### src/rtl/ascensor_pkg.sv
// Shared encodings and default timing for the SCAN elevator controller.
package ascensor_pkg;

    typedef enum logic [1:0] {
        ST_IDLE   = 2'd0,
        ST_MOVING = 2'd1,
        ST_DOORS  = 2'd2
    } state_e;

    typedef enum logic [1:0] {
        DIR_STOP = 2'b00,
        DIR_UP   = 2'b01,
        DIR_DOWN = 2'b10
    } dir_e;

    localparam int DEF_TICKS_PER_FLOOR = 50_000_000;
    localparam int DEF_DOOR_TICKS      = 100_000_000;

    function automatic int max_int(input int a, input int b);
        return (a > b) ? a : b;
    endfunction

endpackage

### src/rtl/ascensor_scan_if.sv
// Request strobe plus car status outputs of the elevator controller.
interface ascensor_scan_if #(
    parameter int N_FLOORS = 4,
    parameter int FLOOR_W  = $clog2(N_FLOORS)
);
    logic                req_valid;
    logic [FLOOR_W-1:0]  req_floor;
    logic [FLOOR_W-1:0]  piso;
    logic [1:0]          direccion;
    logic                puertas_abiertas;
    logic                ocupado;
    logic [N_FLOORS-1:0] pendientes;

    modport master (
        output req_valid, req_floor,
        input  piso, direccion, puertas_abiertas, ocupado, pendientes
    );

    modport slave (
        input  req_valid, req_floor,
        output piso, direccion, puertas_abiertas, ocupado, pendientes
    );
endinterface

### src/rtl/ascensor_req_scan.sv
// Combinational view of the pending mask relative to the car: work above,
// below, at the current floor, and which way a SCAN sweep should head next.
module ascensor_req_scan #(
    parameter int N_FLOORS = 4,
    parameter int FLOOR_W  = $clog2(N_FLOORS)
) (
    input  logic [N_FLOORS-1:0] pendientes,
    input  logic [FLOOR_W-1:0]  piso,
    input  logic                dir_up,
    output logic                any_above,
    output logic                any_below,
    output logic                here,
    output logic                go_up
);
    logic [N_FLOORS-1:0] above_bits;
    logic [N_FLOORS-1:0] below_bits;
    logic [N_FLOORS-1:0] here_bits;

    genvar gi;
    generate
        for (gi = 0; gi < N_FLOORS; gi++) begin : g_floor
            assign above_bits[gi] = pendientes[gi] && (gi > int'(piso));
            assign below_bits[gi] = pendientes[gi] && (gi < int'(piso));
            assign here_bits[gi]  = pendientes[gi] && (gi == int'(piso));
        end
    endgenerate

    assign any_above = |above_bits;
    assign any_below = |below_bits;
    assign here      = |here_bits;

    // Keep the remembered heading while work lies ahead, otherwise turn around.
    assign go_up = dir_up ? (any_above || !any_below) : (any_above && !any_below);
endmodule

### src/rtl/ascensor_scan.sv
// SCAN elevator controller: IDLE / MOVING / DOORS FSM with a pending-request
// mask, a shared travel/door counter and fully registered outputs.
module ascensor_scan
    import ascensor_pkg::*;
#(
    parameter int N_FLOORS        = 4,
    parameter int FLOOR_W         = $clog2(N_FLOORS),
    parameter int TICKS_PER_FLOOR = DEF_TICKS_PER_FLOOR,
    parameter int DOOR_TICKS      = DEF_DOOR_TICKS
) (
    input  logic            clk,
    input  logic            rst_n,
    ascensor_scan_if.slave  bus
);
    localparam int CNT_W = $clog2(max_int(TICKS_PER_FLOOR, DOOR_TICKS) + 1);
    localparam logic [N_FLOORS-1:0] ONE_HOT0    = N_FLOORS'(1);
    localparam logic [FLOOR_W-1:0]  PISO_RST    = (N_FLOORS == 2) ? FLOOR_W'(0) : FLOOR_W'(1);
    localparam logic [CNT_W-1:0]    TRAVEL_LAST = CNT_W'(TICKS_PER_FLOOR - 1);
    localparam logic [CNT_W-1:0]    DOOR_LAST   = CNT_W'(DOOR_TICKS - 1);

    state_e              state_q, state_d;
    dir_e                dir_q, dir_d;
    logic                dir_up_q, dir_up_d;
    logic [FLOOR_W-1:0]  piso_q, piso_d;
    logic [CNT_W-1:0]    cnt_q, cnt_d;
    logic [N_FLOORS-1:0] pend_q, pend_d;
    logic                puertas_q, puertas_d;
    logic                ocupado_q, ocupado_d;

    logic                req_ok;
    logic [N_FLOORS-1:0] req_mask, clear_mask, block_mask;
    logic                any_above, any_below, here, go_up;

    ascensor_req_scan #(
        .N_FLOORS (N_FLOORS),
        .FLOOR_W  (FLOOR_W)
    ) u_req_scan (
        .pendientes (pend_q),
        .piso       (piso_q),
        .dir_up     (dir_up_q),
        .any_above  (any_above),
        .any_below  (any_below),
        .here       (here),
        .go_up      (go_up)
    );

    always_comb begin
        state_d    = state_q;
        dir_d      = dir_q;
        dir_up_d   = dir_up_q;
        piso_d     = piso_q;
        cnt_d      = cnt_q;
        clear_mask = '0;
        req_ok     = bus.req_valid && (int'(bus.req_floor) < N_FLOORS);
        req_mask   = req_ok ? (ONE_HOT0 << bus.req_floor) : '0;

        case (state_q)
            ST_IDLE: begin
                cnt_d = '0;
                if (here) begin
                    state_d    = ST_DOORS;
                    clear_mask = ONE_HOT0 << piso_q;
                    dir_d      = DIR_STOP;
                end else if (any_above || any_below) begin
                    state_d  = ST_MOVING;
                    dir_up_d = go_up;
                    dir_d    = go_up ? DIR_UP : DIR_DOWN;
                end else begin
                    dir_d = DIR_STOP;
                end
            end
            ST_MOVING: begin
                // Heading always points at a pending floor, so no end-floor overrun.
                if (cnt_q == TRAVEL_LAST) begin
                    cnt_d  = '0;
                    piso_d = dir_up_q ? piso_q + FLOOR_W'(1) : piso_q - FLOOR_W'(1);
                    if (|(pend_q & (ONE_HOT0 << piso_d))) begin
                        state_d    = ST_DOORS;
                        clear_mask = ONE_HOT0 << piso_d;
                        dir_d      = DIR_STOP;
                    end
                end else begin
                    cnt_d = cnt_q + CNT_W'(1);
                end
            end
            ST_DOORS: begin
                dir_d = DIR_STOP;
                if (req_ok && (bus.req_floor == piso_q)) begin
                    cnt_d = '0;
                end else if (cnt_q == DOOR_LAST) begin
                    state_d = ST_IDLE;
                    cnt_d   = '0;
                end else begin
                    cnt_d = cnt_q + CNT_W'(1);
                end
            end
            default: begin
                state_d = ST_IDLE;
                dir_d   = DIR_STOP;
                cnt_d   = '0;
            end
        endcase

        // A call for the floor whose doors are open, or being opened, is absorbed.
        block_mask = (state_q == ST_DOORS) ? (ONE_HOT0 << piso_q) : '0;
        pend_d     = (pend_q | (req_mask & ~block_mask)) & ~clear_mask;
        puertas_d  = (state_d == ST_DOORS);
        ocupado_d  = (state_d != ST_IDLE);
    end

    always_ff @(posedge clk or negedge rst_n) begin
        if (!rst_n) begin
            state_q   <= ST_IDLE;
            dir_q     <= DIR_STOP;
            dir_up_q  <= 1'b1;
            piso_q    <= PISO_RST;
            cnt_q     <= '0;
            pend_q    <= '0;
            puertas_q <= 1'b0;
            ocupado_q <= 1'b0;
        end else begin
            state_q   <= state_d;
            dir_q     <= dir_d;
            dir_up_q  <= dir_up_d;
            piso_q    <= piso_d;
            cnt_q     <= cnt_d;
            pend_q    <= pend_d;
            puertas_q <= puertas_d;
            ocupado_q <= ocupado_d;
        end
    end

    assign bus.piso             = piso_q;
    assign bus.direccion        = dir_q;
    assign bus.puertas_abiertas = puertas_q;
    assign bus.ocupado          = ocupado_q;
    assign bus.pendientes       = pend_q;
endmodule

### src/flat_wrapper.sv
// flat-port wrapper written by rule: the top's interface ports become plain ports
module ascensor_scan_flat import ascensor_pkg::*;
#(
    parameter int N_FLOORS        = 4,
    parameter int FLOOR_W         = $clog2(N_FLOORS),
    parameter int TICKS_PER_FLOOR = DEF_TICKS_PER_FLOOR,
    parameter int DOOR_TICKS      = DEF_DOOR_TICKS
)
  (clk, rst_n, bus_req_valid, bus_req_floor, bus_piso, bus_direccion, bus_puertas_abiertas, bus_ocupado, bus_pendientes);
  ascensor_scan_if #(.N_FLOORS(N_FLOORS), .FLOOR_W(FLOOR_W)) bus_i ();
  input  logic clk;
  input  logic rst_n;
  input wire logic [$bits(bus_i.req_valid)-1:0] bus_req_valid;
  input wire logic [$bits(bus_i.req_floor)-1:0] bus_req_floor;
  output wire logic [$bits(bus_i.piso)-1:0] bus_piso;
  output wire logic [$bits(bus_i.direccion)-1:0] bus_direccion;
  output wire logic [$bits(bus_i.puertas_abiertas)-1:0] bus_puertas_abiertas;
  output wire logic [$bits(bus_i.ocupado)-1:0] bus_ocupado;
  output wire logic [$bits(bus_i.pendientes)-1:0] bus_pendientes;
  assign bus_i.req_valid = bus_req_valid;
  assign bus_i.req_floor = bus_req_floor;
  assign bus_piso = bus_i.piso;
  assign bus_direccion = bus_i.direccion;
  assign bus_puertas_abiertas = bus_i.puertas_abiertas;
  assign bus_ocupado = bus_i.ocupado;
  assign bus_pendientes = bus_i.pendientes;
  ascensor_scan #(.N_FLOORS(N_FLOORS), .FLOOR_W(FLOOR_W), .TICKS_PER_FLOOR(TICKS_PER_FLOOR), .DOOR_TICKS(DOOR_TICKS)) u_core (.clk(clk), .rst_n(rst_n), .bus(bus_i));
endmodule
### config.mk
export PLATFORM = sky130hd
export DESIGN_NAME = ascensor_scan_flat
export DESIGN_NICKNAME = d
export VERILOG_FILES = /design/src/rtl/ascensor_pkg.sv /design/src/rtl/ascensor_scan_if.sv /design/src/rtl/ascensor_req_scan.sv /design/src/rtl/ascensor_scan.sv /design/src/flat_wrapper.sv
export SDC_FILE = /design/constraint.sdc
export NUM_CORES = 1
export LEC_CHECK = 0
export CAP_MARGIN = 0
export CORE_UTILIZATION = 59
export DETAILED_ROUTE_END_ITERATION = 16
export PLACE_DENSITY = 0.79
export RECOVER_POWER = 25
export SLEW_MARGIN = 20
export SYNTH_ARGS = -nofsm -noshare
export SYNTH_HDL_FRONTEND = slang
export SYNTH_SLANG_ARGS = --single-unit
### constraint.sdc
create_clock -name clk -period 3.2 [get_ports clk]
set_clock_uncertainty 0.05 [all_clocks]
set_input_delay 0.32 -clock clk [delete_from_list [all_inputs] [get_ports clk]]
set_output_delay 0.32 -clock clk [all_outputs]
set_load 0.05 [all_outputs]
== Word-level counts from Yosys, hierarchy flattened ==
Index checks and enable logic that the tools add are counted.

* Register bits after elaboration: 40
* Output and inout bits: 10

* Add/sub/neg operators: 3
* Order comparisons: 6
* Equality and inequality tests: 11
* Shift operators: 3
* Multiplexer cells: 25
* Bitwise operators: 7
* Reductions and logical operators: 25

{| class="wikitable"
|+ Operators with widths
! kind !! count
|-
| $mux W27 || 3
|-
| $pmux W27 S2 || 1
|-
| $add A27 B1 Y27 const B || 1
|-
| $eq A27 B26 Y1 const B || 1
|-
| $eq A27 B27 Y1 const B || 1
|-
| $mux W2 || 12
|-
| $mux W4 || 5
|-
| $and A4 B4 Y4 || 3
|-
| $logic_and A1 B1 Y1 || 12
|-
| $shl A1 B2 Y4 const A || 3
|-
| $not A4 Y4 || 2
|-
| $pmux W4 S2 || 1
|-
| $reduce_or A4 Y1 || 2
|-
| $pmux W2 S3 || 1
|-
| $reduce_or A3 Y1 || 2
|-
| $eq A2 B2 Y1 const A || 2
|-
| $eq A2 B2 Y1 const B || 2
|-
| $gt A2 B2 Y1 const A || 2
|-
| $logic_not A2 Y1 || 2
|-
| $lt A1 B2 Y1 const A || 2
|-
| $ne A2 B1 Y1 const B || 2
|-
| $or A4 B4 Y4 || 1
|-
| $pmux W2 S2 || 1
|-
| $reduce_and A2 Y1 || 2
|-
| other kinds (13) || 14
|}

== Longest topological paths before layout ==
Gate-level depths: netlist of the first run.

* Word-level depth: 10
* Gate-level depth with buffers: 8
* Mapped depth without buffers: 7

== By module ==
A second synthesis of the first run with hierarchy kept.

* Cells, all modules: 254
* Area total of the unflattened synthesis: 2421.1 um2

{| class="wikitable"
|+ By module, submodules not included
! module !! instances !! cells each !! area an instance (um2)
|-
| ascensor_scan || 1 || 240 || 2308.5
|-
| ascensor_req_scan || 1 || 14 || 112.6
|}

== Worst setup path before layout of the first run ==
No wires, ideal clock.

* Path kind: register -> register
* From: reg u_core.piso_q[0] (netlist: u_core.bus.piso[0])
* To: reg u_core.puertas_q (netlist: u_core.bus.puertas_abiertas)
* Arrival time: 2.469 ns
* Required time: 3.055 ns
* Path slack: 0.586 ns
* Stages on the path, launching flop included: 8
* Period minus slack after synthesis: 2.614 ns
* Cell sequence: dfstp_2 inv_1 ha_1 xnor2_1 mux4_2 a31oi_4 or3_1 o32ai_2

* Longest elaborated chain between the ends: 9
* Elaborated cells between the ends (all ways): 39
* Classes of those cells: 2 x add/sub; 6 x order compare; 5 x eq/ne; 1 x shift; 7 x mux; 1 x bitwise; 17 x reduce/logical

{| class="wikitable"
|+ Ends and longest elaborated chain
! element !! RTL line !! source
|-
| start: declaration || ascensor_scan.sv:24 || <nowiki>logic [FLOOR_W-1:0] piso_q, piso_d;</nowiki>
|-
| start signal: assignment || ascensor_scan.sv:125 || <nowiki>piso_q <= piso_d;</nowiki>
|-
| $sub A2 B1 Y2 or $add A2 B1 Y2 (tied branches) || ascensor_scan.sv:76 || <nowiki>piso_d = dir_up_q ? piso_q + FLOOR_W'(1) : piso_q - FLOOR_W'(1);</nowiki>
|-
| $mux W2 || ascensor_scan.sv:76 ||
|-
| $shl A1 B2 Y4 || ascensor_scan.sv:77 || <nowiki>if (|(pend_q & (ONE_HOT0 << piso_d))) begin</nowiki>
|-
| $and A4 B4 Y4 || ascensor_scan.sv:77 ||
|-
| $reduce_or A4 Y1 || ascensor_scan.sv:77 ||
|-
| $mux W2 || ascensor_scan.sv:77 ||
|-
| $mux W2 || ascensor_scan.sv:74 || <nowiki>if (cnt_q == TRAVEL_LAST) begin</nowiki>
|-
| $pmux W2 S3 (*) || ascensor_scan.sv:57 || <nowiki>case (state_q)</nowiki>
|-
| $eq A2 B2 Y1 (*) || ascensor_scan.sv:107 || <nowiki>puertas_d = (state_d == ST_DOORS);</nowiki>
|-
| named net u_core.puertas_d || ascensor_scan.sv:27 || <nowiki>logic puertas_q, puertas_d;</nowiki>
|-
| end signal: assignment || ascensor_scan.sv:128 || <nowiki>puertas_q <= puertas_d;</nowiki>
|-
| end: declaration || ascensor_scan.sv:27 ||
|}

Mark *: on every way through the listed nets, which the timed path passes. The rest lies on a longest branch.
A chain may end at the register's enable or synchronous reset.

== Final worst setup path of the first run ==
Ends and elaborated chain as after synthesis.

==> qor.csv, run 1 <==
stage,metric,value,unit
run_status,status,finished with violations,
run_status,failing checks,"capacitance limit, slew limit",
cells_and_area,area grow syn2layout,10.6,%
synthesis,Synth Cell Area,2360,um^2
die,CORE AREA,3740,um^2
pwr,Psw,245,uW
synthesis,Syn Inst Count,245,
setup_path,required time of the critical path,3.35,ns
place,Final HPWL DP,3.40,mm
drt,via count,1831,
synthesis,Post-Synth XOR/XNOR Area,0.108,
synthesis,"Top FF cell, synth",dfrtp_1,
grt,vias in the first global route,1787,
die,full die area,4260,um^2
grt,initial antenna violation count,0,
synthesis,"EDFF count, synth",0,
timing,fmax,0.383,GHz
timing,relative slew slack,-0.390,
synthesis,unique cell type count in the Yosys netlist,50,
cts,Num CTS Buffers,5,
timing,# setup viols final,0,
synthesis,multiplexer share of the synthesized area,0.00953,
setup_path,critical path type,reg2reg,
pwr,Pleak,0.00110,uW
place,placed inst area,2520,um^2
cts,root buf cell,clkbuf_8,
cts,CTS Hold Bufs,0,
synthesis,Post-Syn Nets,259,
synthesis,register area share after synthesis,0.425,
drt,Via density,5.93,
cts,Post-CTS Resized,0,
grt,pin count of the biggest net entering global routing,41,
synthesis,Synth Area per Inst,9.64,um^2
synthesis,top-count cell post-synth,nor2_1,
timing,Slew @ Worst Pin,2.08,ns
drt,DR pass1 iterations,4,
synthesis,Synth Area in Compound Gates,0.118,
cts,TritonCTS Sinks,40,
pwr,PwrDens,377,nW/um^2
run,Max-cap violations,1,
drt,Routed wire per std cell,15.6,um
pwr,Pint,739,uW
cells_and_area,Final nets,274,
drt,ANT nets after route,0,
place,cell count after placement,301,
synthesis,ys async rst share,1.00,
timing,RSZ-0062 raised after global routing,no,
synthesis,synth warn,0,
die,width of the die,65.3,um
pwr,Reg power frac,0.570,
timing,Sum Neg Setup Slack,0,ns
synthesis,number of synthesized register bits,40,
grt,global-route wire length before repair,8.36,mm
timing,Tmin final,2.61,ns
drt,drt drc,0,
setup_path,Worst path top cell family by delay,flip-flops,
drt,initial DRC count,146,
pwr,maximum VDD drop,0.363,mV
cells_and_area,Filler cells,318,
setup_path,CP Capture Type,flop,
min_path,worst hold path type,reg2reg,
die,starting density of the core,0.631,
place,# port buffers,14,
setup_path,CP cell instances,"inv_1, ha_1, xnor2_1, mux4_2, a31oi_4, or3_1, o32ai_2",
timing,fin crit share,0.816,
pwr,combinational power share,0.081,
grt,global route total overflow,0,
setup_path,Worst setup SP type,flop,
synthesis,largest family of logic cells by synthesized area,simple AND/OR/NAND/NOR gates,
synthesis,Adder-Cell Fraction of Synth Area,0.0477,
synthesis,post-synth top area share,0.403,
setup_path,"Buf+Inv Stages, Crit Path",1,
die,Die Y-Extent,65.3,um
cts,H-tree levels,2,
cells_and_area,final instance area,2610,um^2
cells_and_area,share of cells above drive strength 1,0.0843,
timing,Hold Fails Final Rpt,0,
place,Placer Congestion,0.917,
cts,Post-CTS Setup Bufs,0,
cells_and_area,# diodes,0,
die,FP Rows,22,
synthesis,dominant cells by area after synthesis,"dfrtp_1 (40%), xnor2_1 (7.0%), nor2_1 (6.2%), ha_1 (4.8%), xor2_1 (3.7%)",
pwr,Clock power frac,0.349,
grt,gr usage total,0.261,
synthesis,Synth top cells by count,"nor2_1 (39), dfrtp_1 (38), xnor2_1 (19)",
cells_and_area,Non-Filler Instances,309,
synthesis,Post-Synth Simple-Gate Area,0.257,
pwr,sw frac,0.249,
cts,CTS Buffer Depth,2,
cts,CTS tree,built,
setup_path,largest fanout on the critical path,8,
cts,Skew-Pair Late Insertion Delay,0.29,ns
timing,Max Slew Vio Count,41,
setup_path,Critical Path Max Stage Delay,0.62,ns
setup_path,WP data arrival,2.76,ns
drt,DRT Wirelength,4.83,mm
setup_path,Crit-path slowest cell,dfstp_2,
cts,"Reg clk slew, reported paths",0.07,ns
synthesis,"area leader, netlist",dfrtp_1,
die,Top-Level Pins,15,
power by group through the flow:
stage | combinational, uW | sequential (uW) | clock, uW
2_1_floorplan | 55.8 | 564 | 0
5_1_grt | 95.0 | 564 | 376
6_report | 79.8 | 561 | 343
4_1_cts | 82.4 | 561 | 352
3_5_place_dp | 80.3 | 571 | 0
3_3_place_gp | 78.3 | 568 | 0
worst reg2reg max path, delay by kind of cell (launching register included):
kind / cells / cell delay [ns]
XOR/XNOR: 1 / 0.30
AND/OR/NAND/NOR: 1 / 0.37
multiplexers: 1 / 0.31
AO/OA/AOI/OAI: 2 / 0.37
flip-flops: 1 / 0.62
adder cells (fa/ha/maj): 1 / 0.36
buffers and inverters: 1 / 0.14
logic make-up (layout without fill, tap and decap cells):
group	count (synthesis)	in the layout
AND/OR/NAND/NOR	111	111
flip-flops	40	40
AO/OA/AOI/OAI	37	37
XOR/XNOR	29	29
buffers and inverters	18	34
adder cells (fa/ha/maj)	9	9
multiplexers	1	1
stage by stage:
| stage | utilization | power [uW] | hold WS (ns) | setup WS, ns |
|---|---|---|---|---|
| after global placement | 0.674 | 647 | 0.420 | 0.739 |
| after detailed placement | 0.674 | 651 | 0.422 | 0.614 |
| after CTS | 0.699 | 996 | 0.122 | 0.593 |
| final | 0.698 | 984 | 0.433 | 0.590 |
| after global routing | 0.698 | 1040 | 0.453 | 0.391 |
| after floorplan | - | 620 | -0.0256 | 0.586 |
per-layer routing:
metal	vias to the layer above	GRT usage	share of wire
met5	-	0	0
met4	0	0.0951	0.011
met3	7	0.0712	0.047
met2	36	0.375	0.46
met1	882	0.375	0.48
li1	906	-	-
cell usage in the layout (no fill, tap or decap), drive strengths merged, types with 9 or more instances in the layout:
cell type,netlist,layout
clkdlybuf4s50,0,13
nor2,39,39
dfrtp,38,38
xor2,10,10
xnor2,19,19
ha,9,9
nand3,10,10
inv,11,11
o21ai,10,10
nand2,14,14
layout make-up:
class | count | area, um^2 | area share
multi-input cells | 187 | 1270 | 0.488
clock buffers | 6 | 82.6 | 0.0316
repair buffers | 15 | 141 | 0.0541
flip-flops and latches | 40 | 1000 | 0.384
clock inverters | 2 | 10.0 | 0.00383
well taps | 48 | 60.1 | 0.0230
inverters | 11 | 41.3 | 0.0158
state kept, by name (all words and copies together), names as in the netlist:
register                     count
u_core.bus.puertas_abiertas      1
u_core.bus.direccion             2
u_core.dir_up_q                  1
u_core.bus.ocupado               1
u_core.bus.pendientes            4
u_core.bus.piso                  2
u_core.cnt_q                    27
u_core.state_q                   2
path summary, 6_finish.rpt:
path	startpoint	endpoint	slack, ns	cells after the start
min reg2reg	u_core.bus.direccion[1]	u_core.bus.direccion[1]	0.43	1
min	u_core.bus.direccion[1]	u_core.bus.direccion[1]	0.43	1
min in group asynchronous	rst_n	u_core.bus.puertas_abiertas	0.57	1
max reg2reg	u_core.bus.piso[0]	u_core.bus.puertas_abiertas	0.59	7
max	u_core.bus.piso[0]	u_core.bus.puertas_abiertas	0.59	7
max in group asynchronous	rst_n	u_core.bus.pendientes[0]	1.34	1
(Power assumes the default switching activity.)
==> run 2: changes to the inputs <==
CORE_UTILIZATION = 53   (was 59)
PLACE_DENSITY = 0.75   (was 0.79)
clock period = 2.4 ns   (was 3.2 ns; I/O delays follow)
==> run 2 against run 1 <==
  * The run still ends with capacitance limit, slew limit left
  * Total power increased by 35%
  * Critical path depth stayed put
  * Non-clock buffer count is 7 higher
  * Via count rose by 0.76%
  * Maximum frequency rose by 9.7%
==> qor.csv, run 2 (same netlist as run 1, synthesis figures left out) <==
stage,metric,value,unit,change
run_status,status,finished with violations,,
run_status,failing checks,"capacitance limit, slew limit",,
grt,global route total overflow,0,,unchanged
die,CORE AREA,4140,um^2,+11%
die,starting density of the core,0.570,,-0.0610
setup_path,critical path type,reg2reg,,
cts,H-tree levels,2,,unchanged
drt,drt drc,0,,unchanged
die,width of the die,68.8,um,+5.3%
run,Max-cap violations,1,,unchanged
cells_and_area,Final nets,281,,+2.6%
cts,CTS Buffer Depth,2,,unchanged
timing,relative slew slack,-0.365,,+0.0247
die,Top-Level Pins,15,,unchanged
grt,vias in the first global route,1699,,-4.9%
cts,CTS tree,built,,
place,Final HPWL DP,3.52,mm,+3.5%
cells_and_area,max FFs per register,27,,unchanged
place,# port buffers,14,,unchanged
place,placed inst area,2590,um^2,+2.7%
cts,"Reg clk slew, reported paths",0.07,ns,about the same
cells_and_area,final instance area,2720,um^2,+4.0%
pwr,PwrDens,488,nW/um^2,+30%
die,full die area,4730,um^2,+11%
place,Placer Congestion,0.844,,-7.9%
timing,Tmin final,2.38,ns,-0.230 ns
setup_path,Worst setup SP type,flop,,
drt,via count,1845,,+0.76%
setup_path,Critical Path Max Stage Delay,0.66,ns,+0.04 ns
drt,DR pass1 iterations,4,,unchanged
drt,Routed wire per std cell,15.2,um,-3.1%
grt,gr usage total,0.235,,-0.0257
cells_and_area,Filler cells,348,,+9.4%
drt,DRT Wirelength,4.82,mm,-0.23%
cells_and_area,"commonest non-fill, non-tap cell in the layout",nor2_1,,
drt,Via density,5.80,,-2.1%
cells_and_area,share of cells above drive strength 1,0.127,,+0.0426
timing,Slew @ Worst Pin,2.05,ns,-0.0370 ns
drt,initial DRC count,189,,+29%
setup_path,R2R Path Start,u_core.bus.piso[0],,
timing,WHS,0.439,ns,+0.00606 ns
cts,root buf cell,clkbuf_8,,
setup_path,largest fanout on the critical path,5,,-3
min_path,worst hold path type,reg2reg,,
die,FP Rows,23,,+4.5%
pwr,maximum VDD drop,0.321,mV,-12%
setup_path,required time of the critical path,2.53,ns,-0.82 ns
setup_path,CP cell instances,"clkinvlp_4, ha_4, xnor2_4, mux4_2, nand4_1, nor2_1, a221oi_1",,
grt,global-route wire length before repair,8.00,mm,-4.4%
cells_and_area,Top reg by flops,u_core.cnt_q,,
cells_and_area,Multi-input gate area,1310,um^2,+2.9%
cells_and_area,area grow syn2layout,15.1,%,
timing,Max Slew Vio Count,41,,unchanged
die,Die Y-Extent,68.8,um,+5.3%
timing,# setup viols final,0,,unchanged
grt,pin count of the biggest net entering global routing,41,,unchanged
cells_and_area,flip-flop and latch area,1010,um^2,+0.37%
cells_and_area,most frequent cells in the layout,"nor2_1 (39), dfrtp_1 (38), xnor2_1 (18), nand2_1 (14), clkdlybuf4s50_1 (13)",,
drt,ANT nets after route,0,,unchanged
setup_path,CP startpoint,u_core.bus.piso[0],,
setup_path,Crit-path slowest cell,dfstp_4,,
cells_and_area,# diodes,0,,unchanged
timing,fin crit share,0.992,,+0.176
pwr,Pleak,0.00114,uW,+3.1%
cts,TritonCTS Sinks,40,,unchanged
cts,Skew-Pair Late Insertion Delay,0.30,ns,about the same
setup_path,WP data arrival,2.51,ns,-0.25 ns
cts,Num CTS Buffers,5,,unchanged
grt,initial antenna violation count,0,,unchanged
timing,fmax,0.420,GHz,+9.7%
setup_path,CP Capture Type,flop,,
min_path,min-delay src,u_core.bus.direccion[1],,
timing,Hold Fails Final Rpt,0,,unchanged
## run 2: through the flow
step | util | TNS [ns] | instances | power (uW) | setup WS (ns)
after floorplan | - | 0 | 245 | 826 | 0.00275
after global placement | 0.625 | 0 | 308 | 862 | 0.113
after detailed placement | 0.625 | 0 | 308 | 865 | 0.0460
after CTS | 0.649 | 0 | 316 | 1340 | 0.0291
after global routing | 0.656 | -0.0227 | 318 | 1370 | -0.0124
final | 0.656 | 0 | 318 | 1330 | 0.0202
## run 2: layout make-up
type | count | area share
multi-input cells | 187 | 0.483
repair buffers | 22 | 0.0713
well taps | 50 | 0.0230
inverters | 11 | 0.0166
flip-flops and latches | 40 | 0.370
clock inverters | 2 | 0.00552
clock buffers | 6 | 0.0304
## run 2: path summary, 6_finish.rpt
path                                       endpoint  slack (ns)  depth (start not counted)
max                        u_core.bus.pendientes[2]        0.02                          7
min in group asynchronous          u_core.cnt_q[12]        0.47                          1
max reg2reg                u_core.bus.pendientes[2]        0.02                          7
max in group asynchronous           u_core.cnt_q[4]        0.66                          1
min                         u_core.bus.direccion[1]        0.44                          1
min reg2reg                 u_core.bus.direccion[1]        0.44                          1
## run 2: power breakdown
group | switching (uW) | total, uW | internal, uW
Clock | 244 | 477 | 233
Combinational | 57.6 | 105 | 47.0
Sequential | 37.1 | 746 | 709
Total | 339 | 1330 | 989
## run 2: worst max-delay path, delay by kind of cell, from the launching register on
family / cells / cell delay [ns]
muxes: 1 / 0.37
DFF: 1 / 0.66
AOI/OAI and AO/OA: 1 / 0.32
and+or+nand+nor: 2 / 0.32
buffers and inverters: 1 / 0.11
xor gates and xnor gates: 1 / 0.13
adders and majority gates: 1 / 0.31
## run 2: what timing repair did
action                     in CTS  in global routing
setup buffers                   0                  2
hold endpoints to repair        0                  0
setup endpoints to repair       0                  7
gates resized for setup         0                  3
hold buffers                    0                  0
## run 2: routing by layer
| layer | global-route usage | vias up | wire length [um] |
|---|---|---|---|
| li1 | - | 911 | - |
| met1 | 0.332 | 896 | 2380 |
| met2 | 0.352 | 31 | 2160 |
| met3 | 0.0493 | 7 | 191 |
| met4 | 0.0944 | 0 | 95 |
| met5 | 0 | - | 0 |
